==> src/rtl/cw305_crypt_ctrl_pkg.sv <==
// Shared types and helpers for the CW305 crypto sequencer.
// Holds the FSM state encoding and the saturating-counter limit helper.
package cw305_crypt_ctrl_pkg;

    typedef enum logic [1:0] {
        ST_IDLE = 2'd0,
        ST_LOAD = 2'd1,
        ST_RUN  = 2'd2
    } state_t;

    localparam int unsigned MaxCntWidth = 32;

    // All-ones value for a counter of the given width, used as the saturation point.
    function automatic logic [MaxCntWidth-1:0] satLimit(input int unsigned width);
        if (width >= MaxCntWidth) begin
            return '1;
        end
        return (32'd1 << width) - 32'd1;
    endfunction

endpackage

==> src/rtl/cw305_crypt_ctrl_if.sv <==
// Register-block and crypto-core signals of the sequencer, bundled as one interface.
// The slave modport is the sequencer; the master side is the register block plus core.
interface cw305_crypt_ctrl_if #(
    parameter int pPT_WIDTH  = 128,
    parameter int pCT_WIDTH  = 128,
    parameter int pKEY_WIDTH = 128,
    parameter int pCNT_WIDTH = 16,
    parameter int pDLY_WIDTH = 8
);
    logic                  I_start;
    logic                  I_abort;
    logic [pKEY_WIDTH-1:0] I_key;
    logic [pPT_WIDTH-1:0]  I_textin;
    logic [pCNT_WIDTH-1:0] I_timeout;
    logic [pDLY_WIDTH-1:0] I_trig_delay;
    logic                  O_ready;
    logic                  O_busy;
    logic                  O_done;
    logic                  O_timeout_err;
    logic [pCT_WIDTH-1:0]  O_cipherout;
    logic [pCNT_WIDTH-1:0] O_cycles;
    logic                  O_trigger;
    logic                  O_core_load;
    logic [pKEY_WIDTH-1:0] O_core_key;
    logic [pPT_WIDTH-1:0]  O_core_data;
    logic                  I_core_busy;
    logic [pCT_WIDTH-1:0]  I_core_data;

    modport slave (
        input  I_start, I_abort, I_key, I_textin, I_timeout, I_trig_delay,
        input  I_core_busy, I_core_data,
        output O_ready, O_busy, O_done, O_timeout_err, O_cipherout, O_cycles,
        output O_trigger, O_core_load, O_core_key, O_core_data
    );

    modport master (
        output I_start, I_abort, I_key, I_textin, I_timeout, I_trig_delay,
        output I_core_busy, I_core_data,
        input  O_ready, O_busy, O_done, O_timeout_err, O_cipherout, O_cycles,
        input  O_trigger, O_core_load, O_core_key, O_core_data
    );

endinterface

==> src/rtl/cw305_crypt_ctrl_trig.sv <==
// Programmable-delay scope trigger: armed on the load cycle, held until the job stops.
// A stop in the same cycle as arm wins, so an aborted load never fires.
module cw305_trig_delay #(
    parameter int pDLY_WIDTH = 8
) (
    input  logic                  crypto_clk,
    input  logic                  resetn,
    input  logic                  arm_i,
    input  logic                  stop_i,
    input  logic [pDLY_WIDTH-1:0] delay_i,
    output logic                  trigger_o
);

    logic [pDLY_WIDTH-1:0] cnt_q;
    logic                  pending_q;
    logic                  trig_q;

    // Delay 0 fires straight from the arm cycle; otherwise count down delay-1 extra cycles.
    always_ff @(posedge crypto_clk or negedge resetn) begin
        if (!resetn) begin
            cnt_q     <= '0;
            pending_q <= 1'b0;
            trig_q    <= 1'b0;
        end else if (stop_i) begin
            pending_q <= 1'b0;
            trig_q    <= 1'b0;
        end else if (arm_i) begin
            trig_q <= 1'b0;
            if (delay_i == '0) begin
                pending_q <= 1'b0;
                trig_q    <= 1'b1;
            end else begin
                cnt_q     <= delay_i - 1'b1;
                pending_q <= 1'b1;
            end
        end else if (pending_q) begin
            if (cnt_q == '0) begin
                pending_q <= 1'b0;
                trig_q    <= 1'b1;
            end else begin
                cnt_q <= cnt_q - 1'b1;
            end
        end
    end

    assign trigger_o = trig_q;

endmodule

==> src/rtl/cw305_crypt_ctrl.sv <==
// Sequencer between the CW305 register block and a single-shot crypto core.
// Latches key/plaintext, pulses load, tracks core busy to completion, timeout or abort.
module cw305_crypt_ctrl
    import cw305_crypt_ctrl_pkg::*;
#(
    parameter int pPT_WIDTH  = 128,
    parameter int pCT_WIDTH  = 128,
    parameter int pKEY_WIDTH = 128,
    parameter int pCNT_WIDTH = 16,
    parameter int pDLY_WIDTH = 8
) (
    input  logic              crypto_clk,
    input  logic              resetn,
    cw305_crypt_ctrl_if.slave bus
);

    localparam logic [pCNT_WIDTH-1:0] CntSat = pCNT_WIDTH'(satLimit(pCNT_WIDTH));

    state_t                state_q;
    logic                  ready_q, busy_q, done_q, toErr_q, load_q, seenBusy_q;
    logic [pCT_WIDTH-1:0]  cipher_q;
    logic [pCNT_WIDTH-1:0] cycles_q, cycleCnt_q, jobCnt_q;
    logic [pCNT_WIDTH-1:0] cycleCnt_d, jobCnt_d;
    logic [pKEY_WIDTH-1:0] key_q;
    logic [pPT_WIDTH-1:0]  data_q;
    logic                  abortJob, complete, timedOut, jobEnd;

    // cycleCnt_d already includes the current busy cycle, so a timeout reports it too.
    always_comb begin
        cycleCnt_d = cycleCnt_q;
        if (bus.I_core_busy && (cycleCnt_q != CntSat)) begin
            cycleCnt_d = cycleCnt_q + 1'b1;
        end
        jobCnt_d = (jobCnt_q != CntSat) ? jobCnt_q + 1'b1 : jobCnt_q;
        abortJob = (state_q != ST_IDLE) && bus.I_abort;
        complete = (state_q == ST_RUN) && seenBusy_q && !bus.I_core_busy;
        timedOut = (state_q == ST_RUN) && !complete && (bus.I_timeout != '0)
                   && (jobCnt_q == bus.I_timeout);
        jobEnd   = abortJob || complete || timedOut;
    end

    always_ff @(posedge crypto_clk or negedge resetn) begin
        if (!resetn) begin
            state_q    <= ST_IDLE;
            ready_q    <= 1'b1;
            busy_q     <= 1'b0;
            done_q     <= 1'b0;
            toErr_q    <= 1'b0;
            load_q     <= 1'b0;
            seenBusy_q <= 1'b0;
            cipher_q   <= '0;
            cycles_q   <= '0;
            cycleCnt_q <= '0;
            jobCnt_q   <= '0;
            key_q      <= '0;
            data_q     <= '0;
        end else begin
            load_q <= 1'b0;
            case (state_q)
                ST_IDLE: begin
                    if (bus.I_start) begin
                        key_q      <= bus.I_key;
                        data_q     <= bus.I_textin;
                        done_q     <= 1'b0;
                        toErr_q    <= 1'b0;
                        jobCnt_q   <= '0;
                        cycleCnt_q <= '0;
                        seenBusy_q <= 1'b0;
                        load_q     <= 1'b1;
                        ready_q    <= 1'b0;
                        busy_q     <= 1'b1;
                        state_q    <= ST_LOAD;
                    end
                end
                ST_LOAD: begin
                    jobCnt_q <= jobCnt_d;
                    if (abortJob) begin
                        ready_q <= 1'b1;
                        busy_q  <= 1'b0;
                        state_q <= ST_IDLE;
                    end else begin
                        state_q <= ST_RUN;
                    end
                end
                ST_RUN: begin
                    jobCnt_q <= jobCnt_d;
                    // Abort outranks completion and timeout when they coincide.
                    if (abortJob) begin
                        ready_q <= 1'b1;
                        busy_q  <= 1'b0;
                        state_q <= ST_IDLE;
                    end else if (complete || timedOut) begin
                        if (complete) begin
                            cipher_q <= bus.I_core_data;
                        end
                        toErr_q  <= timedOut;
                        cycles_q <= cycleCnt_d;
                        done_q   <= 1'b1;
                        ready_q  <= 1'b1;
                        busy_q   <= 1'b0;
                        state_q  <= ST_IDLE;
                    end else begin
                        cycleCnt_q <= cycleCnt_d;
                        if (bus.I_core_busy) begin
                            seenBusy_q <= 1'b1;
                        end
                    end
                end
                default: begin
                    ready_q <= 1'b1;
                    busy_q  <= 1'b0;
                    state_q <= ST_IDLE;
                end
            endcase
        end
    end

    cw305_trig_delay #(.pDLY_WIDTH(pDLY_WIDTH)) uTrig (
        .crypto_clk (crypto_clk),
        .resetn     (resetn),
        .arm_i      (state_q == ST_LOAD),
        .stop_i     (jobEnd),
        .delay_i    (bus.I_trig_delay),
        .trigger_o  (bus.O_trigger)
    );

    assign bus.O_ready       = ready_q;
    assign bus.O_busy        = busy_q;
    assign bus.O_done        = done_q;
    assign bus.O_timeout_err = toErr_q;
    assign bus.O_cipherout   = cipher_q;
    assign bus.O_cycles      = cycles_q;
    assign bus.O_core_load   = load_q;
    assign bus.O_core_key    = key_q;
    assign bus.O_core_data   = data_q;

endmodule

==> src/flat_wrapper.sv <==
// flat-port wrapper written by rule: the top's interface ports become plain ports
module cw305_crypt_ctrl_flat import cw305_crypt_ctrl_pkg::*;
#(
    parameter int pPT_WIDTH  = 128,
    parameter int pCT_WIDTH  = 128,
    parameter int pKEY_WIDTH = 128,
    parameter int pCNT_WIDTH = 16,
    parameter int pDLY_WIDTH = 8
)
  (crypto_clk, resetn, bus_I_start, bus_I_abort, bus_I_key, bus_I_textin, bus_I_timeout, bus_I_trig_delay, bus_I_core_busy, bus_I_core_data, bus_O_ready, bus_O_busy, bus_O_done, bus_O_timeout_err, bus_O_cipherout, bus_O_cycles, bus_O_trigger, bus_O_core_load, bus_O_core_key, bus_O_core_data);
  cw305_crypt_ctrl_if #(.pPT_WIDTH(pPT_WIDTH), .pCT_WIDTH(pCT_WIDTH), .pKEY_WIDTH(pKEY_WIDTH), .pCNT_WIDTH(pCNT_WIDTH), .pDLY_WIDTH(pDLY_WIDTH)) bus_i ();
  input  logic crypto_clk;
  input  logic resetn;
  input wire logic [$bits(bus_i.I_start)-1:0] bus_I_start;
  input wire logic [$bits(bus_i.I_abort)-1:0] bus_I_abort;
  input wire logic [$bits(bus_i.I_key)-1:0] bus_I_key;
  input wire logic [$bits(bus_i.I_textin)-1:0] bus_I_textin;
  input wire logic [$bits(bus_i.I_timeout)-1:0] bus_I_timeout;
  input wire logic [$bits(bus_i.I_trig_delay)-1:0] bus_I_trig_delay;
  input wire logic [$bits(bus_i.I_core_busy)-1:0] bus_I_core_busy;
  input wire logic [$bits(bus_i.I_core_data)-1:0] bus_I_core_data;
  output wire logic [$bits(bus_i.O_ready)-1:0] bus_O_ready;
  output wire logic [$bits(bus_i.O_busy)-1:0] bus_O_busy;
  output wire logic [$bits(bus_i.O_done)-1:0] bus_O_done;
  output wire logic [$bits(bus_i.O_timeout_err)-1:0] bus_O_timeout_err;
  output wire logic [$bits(bus_i.O_cipherout)-1:0] bus_O_cipherout;
  output wire logic [$bits(bus_i.O_cycles)-1:0] bus_O_cycles;
  output wire logic [$bits(bus_i.O_trigger)-1:0] bus_O_trigger;
  output wire logic [$bits(bus_i.O_core_load)-1:0] bus_O_core_load;
  output wire logic [$bits(bus_i.O_core_key)-1:0] bus_O_core_key;
  output wire logic [$bits(bus_i.O_core_data)-1:0] bus_O_core_data;
  assign bus_i.I_start = bus_I_start;
  assign bus_i.I_abort = bus_I_abort;
  assign bus_i.I_key = bus_I_key;
  assign bus_i.I_textin = bus_I_textin;
  assign bus_i.I_timeout = bus_I_timeout;
  assign bus_i.I_trig_delay = bus_I_trig_delay;
  assign bus_i.I_core_busy = bus_I_core_busy;
  assign bus_i.I_core_data = bus_I_core_data;
  assign bus_O_ready = bus_i.O_ready;
  assign bus_O_busy = bus_i.O_busy;
  assign bus_O_done = bus_i.O_done;
  assign bus_O_timeout_err = bus_i.O_timeout_err;
  assign bus_O_cipherout = bus_i.O_cipherout;
  assign bus_O_cycles = bus_i.O_cycles;
  assign bus_O_trigger = bus_i.O_trigger;
  assign bus_O_core_load = bus_i.O_core_load;
  assign bus_O_core_key = bus_i.O_core_key;
  assign bus_O_core_data = bus_i.O_core_data;
  cw305_crypt_ctrl #(.pPT_WIDTH(pPT_WIDTH), .pCT_WIDTH(pCT_WIDTH), .pKEY_WIDTH(pKEY_WIDTH), .pCNT_WIDTH(pCNT_WIDTH), .pDLY_WIDTH(pDLY_WIDTH)) u_core (.crypto_clk(crypto_clk), .resetn(resetn), .bus(bus_i));
endmodule
==> config.mk <==
export PLATFORM = sky130hd
export DESIGN_NAME = cw305_crypt_ctrl_flat
export DESIGN_NICKNAME = d
export VERILOG_FILES = /design/src/rtl/cw305_crypt_ctrl_pkg.sv /design/src/rtl/cw305_crypt_ctrl_if.sv /design/src/rtl/cw305_crypt_ctrl_trig.sv /design/src/rtl/cw305_crypt_ctrl.sv /design/src/flat_wrapper.sv
export SDC_FILE = /design/constraint.sdc
export NUM_CORES = 1
export LEC_CHECK = 0
export BUFFER_PORTS_ARGS = -buffer_cell sky130_fd_sc_hd__buf_2
export CAP_MARGIN = 20
export CORE_AREA = 2 2 317 319
export DETAILED_ROUTE_END_ITERATION = 10
export DIE_AREA = 0 0 319 321
export SYNTH_ARGS = -nofsm -noshare
export SYNTH_HDL_FRONTEND = slang
export SYNTH_HIERARCHICAL = 1
export SYNTH_SLANG_ARGS = --single-unit
==> constraint.sdc <==
create_clock -name crypto_clk -period 3 [get_ports crypto_clk]
set_clock_uncertainty 0.05 [all_clocks]
set_input_delay 0.45 -clock crypto_clk [delete_from_list [all_inputs] [get_ports crypto_clk]]
set_output_delay 0.45 -clock crypto_clk [all_outputs]
set_load 0.05 [all_outputs]
==> reports/metrics.csv <==
metric,value,unit
synth_common_cells,"dfrtp_1, mux2_2, clkbuf_1, nand2_1",
fin_ws,340.7,ps
place_ws,364.3,ps
gp_congestion,0.8366,
clkSlewWorstSetupHoldPaths,60,ps
hold_buffers,335,
cts_tree,done,
max_cap_viol_count,0,
yosysWarnings,6,
core-area,99280,um2
dp_hpwl,53.18,mm
cts.htree.levels,2,
synth_cells,1256,
fmaxAchievable,376.0,MHz
ios,819,
grt_pass1_vias,15968,
use_met2,0.2212,
crit_fanout,9,
drt_iter0_drc,734,
outcome,finished clean,
wire_per_inst,18.43,um
vias,15157,
drive_above_1_share,0.5489,
cts_sinks,450,
grt_pass1_wl,102.1,mm
std_cell_rows,116,
max_slew_margin,0.4027,
worstHoldStart,bus_I_core_data[37],
die_height,321,um
cts_buffer_depth,3,
worstPathRequired,3440,ps
utilization,0.2957,
root_buffer,clkbuf_16,
hold_depth,2,
p_leak,13.73,nW
setup_tns,0,ps
cts_made_buffers,52,
ys_types,67,
ir_drop,0.8111,mV
dominantRegCellSynth,dfrtp_1,
cts_resized,0,
ys_seq_area_frac,0.6156,
grt_max_degree,57,
grt_overflow_total,0,
antenna_found_initial,10,
layout.filler_cells,10112,
min_period,2659,ps
postCtsSetupBuffers,0,
dpl_cell_area,24260,um2
clk_latency,610,ps
netlist_area,18300,um2
power_density,1236,nW/um2
nets,2862,
antenna_left,0,
yosysTopAreaCellShare,0.6141,
finalPower,36.28,mW
grt_usage,0.1303,
ys_async_sr_fraction,1.000,
crit-reg2reg-launch,u_core/state_q[0],
cp.arrival,3100,ps
design_area,29360,um2
drcViolationCount,0,
startpoint_type,flop,
worst_pin_slew,895.9,ps
r2r_cells,10,
r2r-end,u_core/uTrig/cnt_q[5],
grtUsageMet1,0.1554,
endpoint_kind,flop,
hold_path.class,in2reg,
setup_violations,0,
ys_ff_latch,450,
syn2layout_area_growth,60.47,%
vias_per_cell,4.007,
busiest_layer,met2,
hold_viol,0,
synthMostInstantiatedCell,dfrtp_1,
grt_use_met3,0.03942,
synth_area_per_cell,14.57,um2
initial_core_util,0.1843,
drtPass1Iterations,4,
die_x,319,um
synth-edff-count,0,
drv_slew,0,
period_share,0.8864,
syn-num-nets,1675,
min_to,u_core/bus.O_cipherout[37],
die-area,102400,um2
worstSetupPathType,reg2reg,
r2r_slack,340,ps
rsz0062_at_grt,false,
yosysTopAreaCell,dfrtp_1,
ys_top_cells_by_area,"dfrtp_1, mux2_2, xnor2_1",
io_buffer_count,818,
drt-total-wl,69.71,mm
## layout by cell type, fill, tap and decap left out, types with 14 or more instances in the layout
cell type	Yosys	layout
buf_12	0	15
buf_2	28	817
buf_4	2	33
clkbuf_16	0	52
dfrtp_1	449	449
dlygate4sd3_1	0	335
inv_1	18	18
mux2_2	398	398
nand2_1	29	29
nand3_1	28	28
nor2_1	27	26
nor3_1	14	14
o21ai_0	22	22
o31ai_1	17	17
xnor2_1	26	26
xor2_1	14	14
## registers in the layout, summed over array words and instances (netlist names), 2 cells and up
name and flops:
u_core/bus.O_cipherout 128, u_core/bus.O_cycles 16, u_core/state_q 2, u_core/bus.O_core_key 128, u_core/jobCnt_q 16, u_core/uTrig/cnt_q 8, u_core/cycleCnt_q 16, u_core/bus.O_core_data 128
## through the flow
| stage | hold slack (ps) | instances |
|---|---|---|
| floorplan | 104.4 | 1256 |
| global placement | 404.0 | 3352 |
| detailed placement | 403.6 | 3352 |
| CTS | 0.2988 | 3781 |
| global route | 6.808 | 3782 |
| finish | 56.96 | 3783 |
## critical path, stage by stage, from the launching register on
cell and delay (ps):
dfrtp_1 410, inv_1 100, ha_1 340, nand2_1 120, nor4_1 450, nand3_1 170, nand3_1 210, inv_1 120
o41ai_4 90, a21oi_2 160, mux2_4 330
## layout make-up
class / instances / area (um2) / share of cell area
sequential: 450 / 11260 / 0.3836
timing repair buffer: 1201 / 8005 / 0.2727
multi-input combinational: 719 / 6641 / 0.2262
tap: 1298 / 1624 / 0.05532
clock buffer: 74 / 1494 / 0.05089
clock inverter: 20 / 247.7 / 0.008438
inverter: 19 / 78.83 / 0.002685
antenna: 2 / 5.005 / 0.0001705
## worst max path at each step
stage / start / end / slack (ps) / cells after the start
detailed placement: u_core/state_q[0] / u_core/uTrig/cnt_q[5] / 360 / 10
finish: u_core/state_q[0] / u_core/uTrig/cnt_q[5] / 340 / 10
global route: u_core/state_q[0] / u_core/uTrig/cnt_q[5] / 90 / 10
CTS: u_core/state_q[0] / u_core/uTrig/cnt_q[5] / 340 / 10
global placement: bus_I_timeout[11] / u_core/uTrig/cnt_q[0] / 400 / 10
floorplan: u_core/state_q[0] / u_core/uTrig/cnt_q[0] / 500 / 11
## cells by family (layout without fill, tap and decap cells)
| logic type | after synthesis | in the layout | share of synthesized area |
|---|---|---|---|
| flops | 450 | 450 | 0.6156 |
| mux | 408 | 408 | 0.2511 |
| simple gates | 159 | 159 | 0.04678 |
| compound gates | 106 | 106 | 0.04151 |
| buf+inv | 87 | 1314 | 0.02182 |
| xor+xnor | 40 | 40 | 0.01915 |
| fa+ha+maj | 6 | 6 | 0.004103 |
| other cells | 0 | 2 | 0 |
## metal layers
metal  wire [um]  vias up
met3        5196      120
met1       27840     7530
met5          55        -
met4        2337        8
met2       34280      584
li1            -     6915
## power breakdown
part / leakage, nW / switching (mW) / internal [mW]
clock network: 0.852 / 2.67 / 3.81
logic: 7.37 / 13.9 / 5.30
registers: 5.51 / 1.70 / 8.89
(Power assumes the default switching activity.)
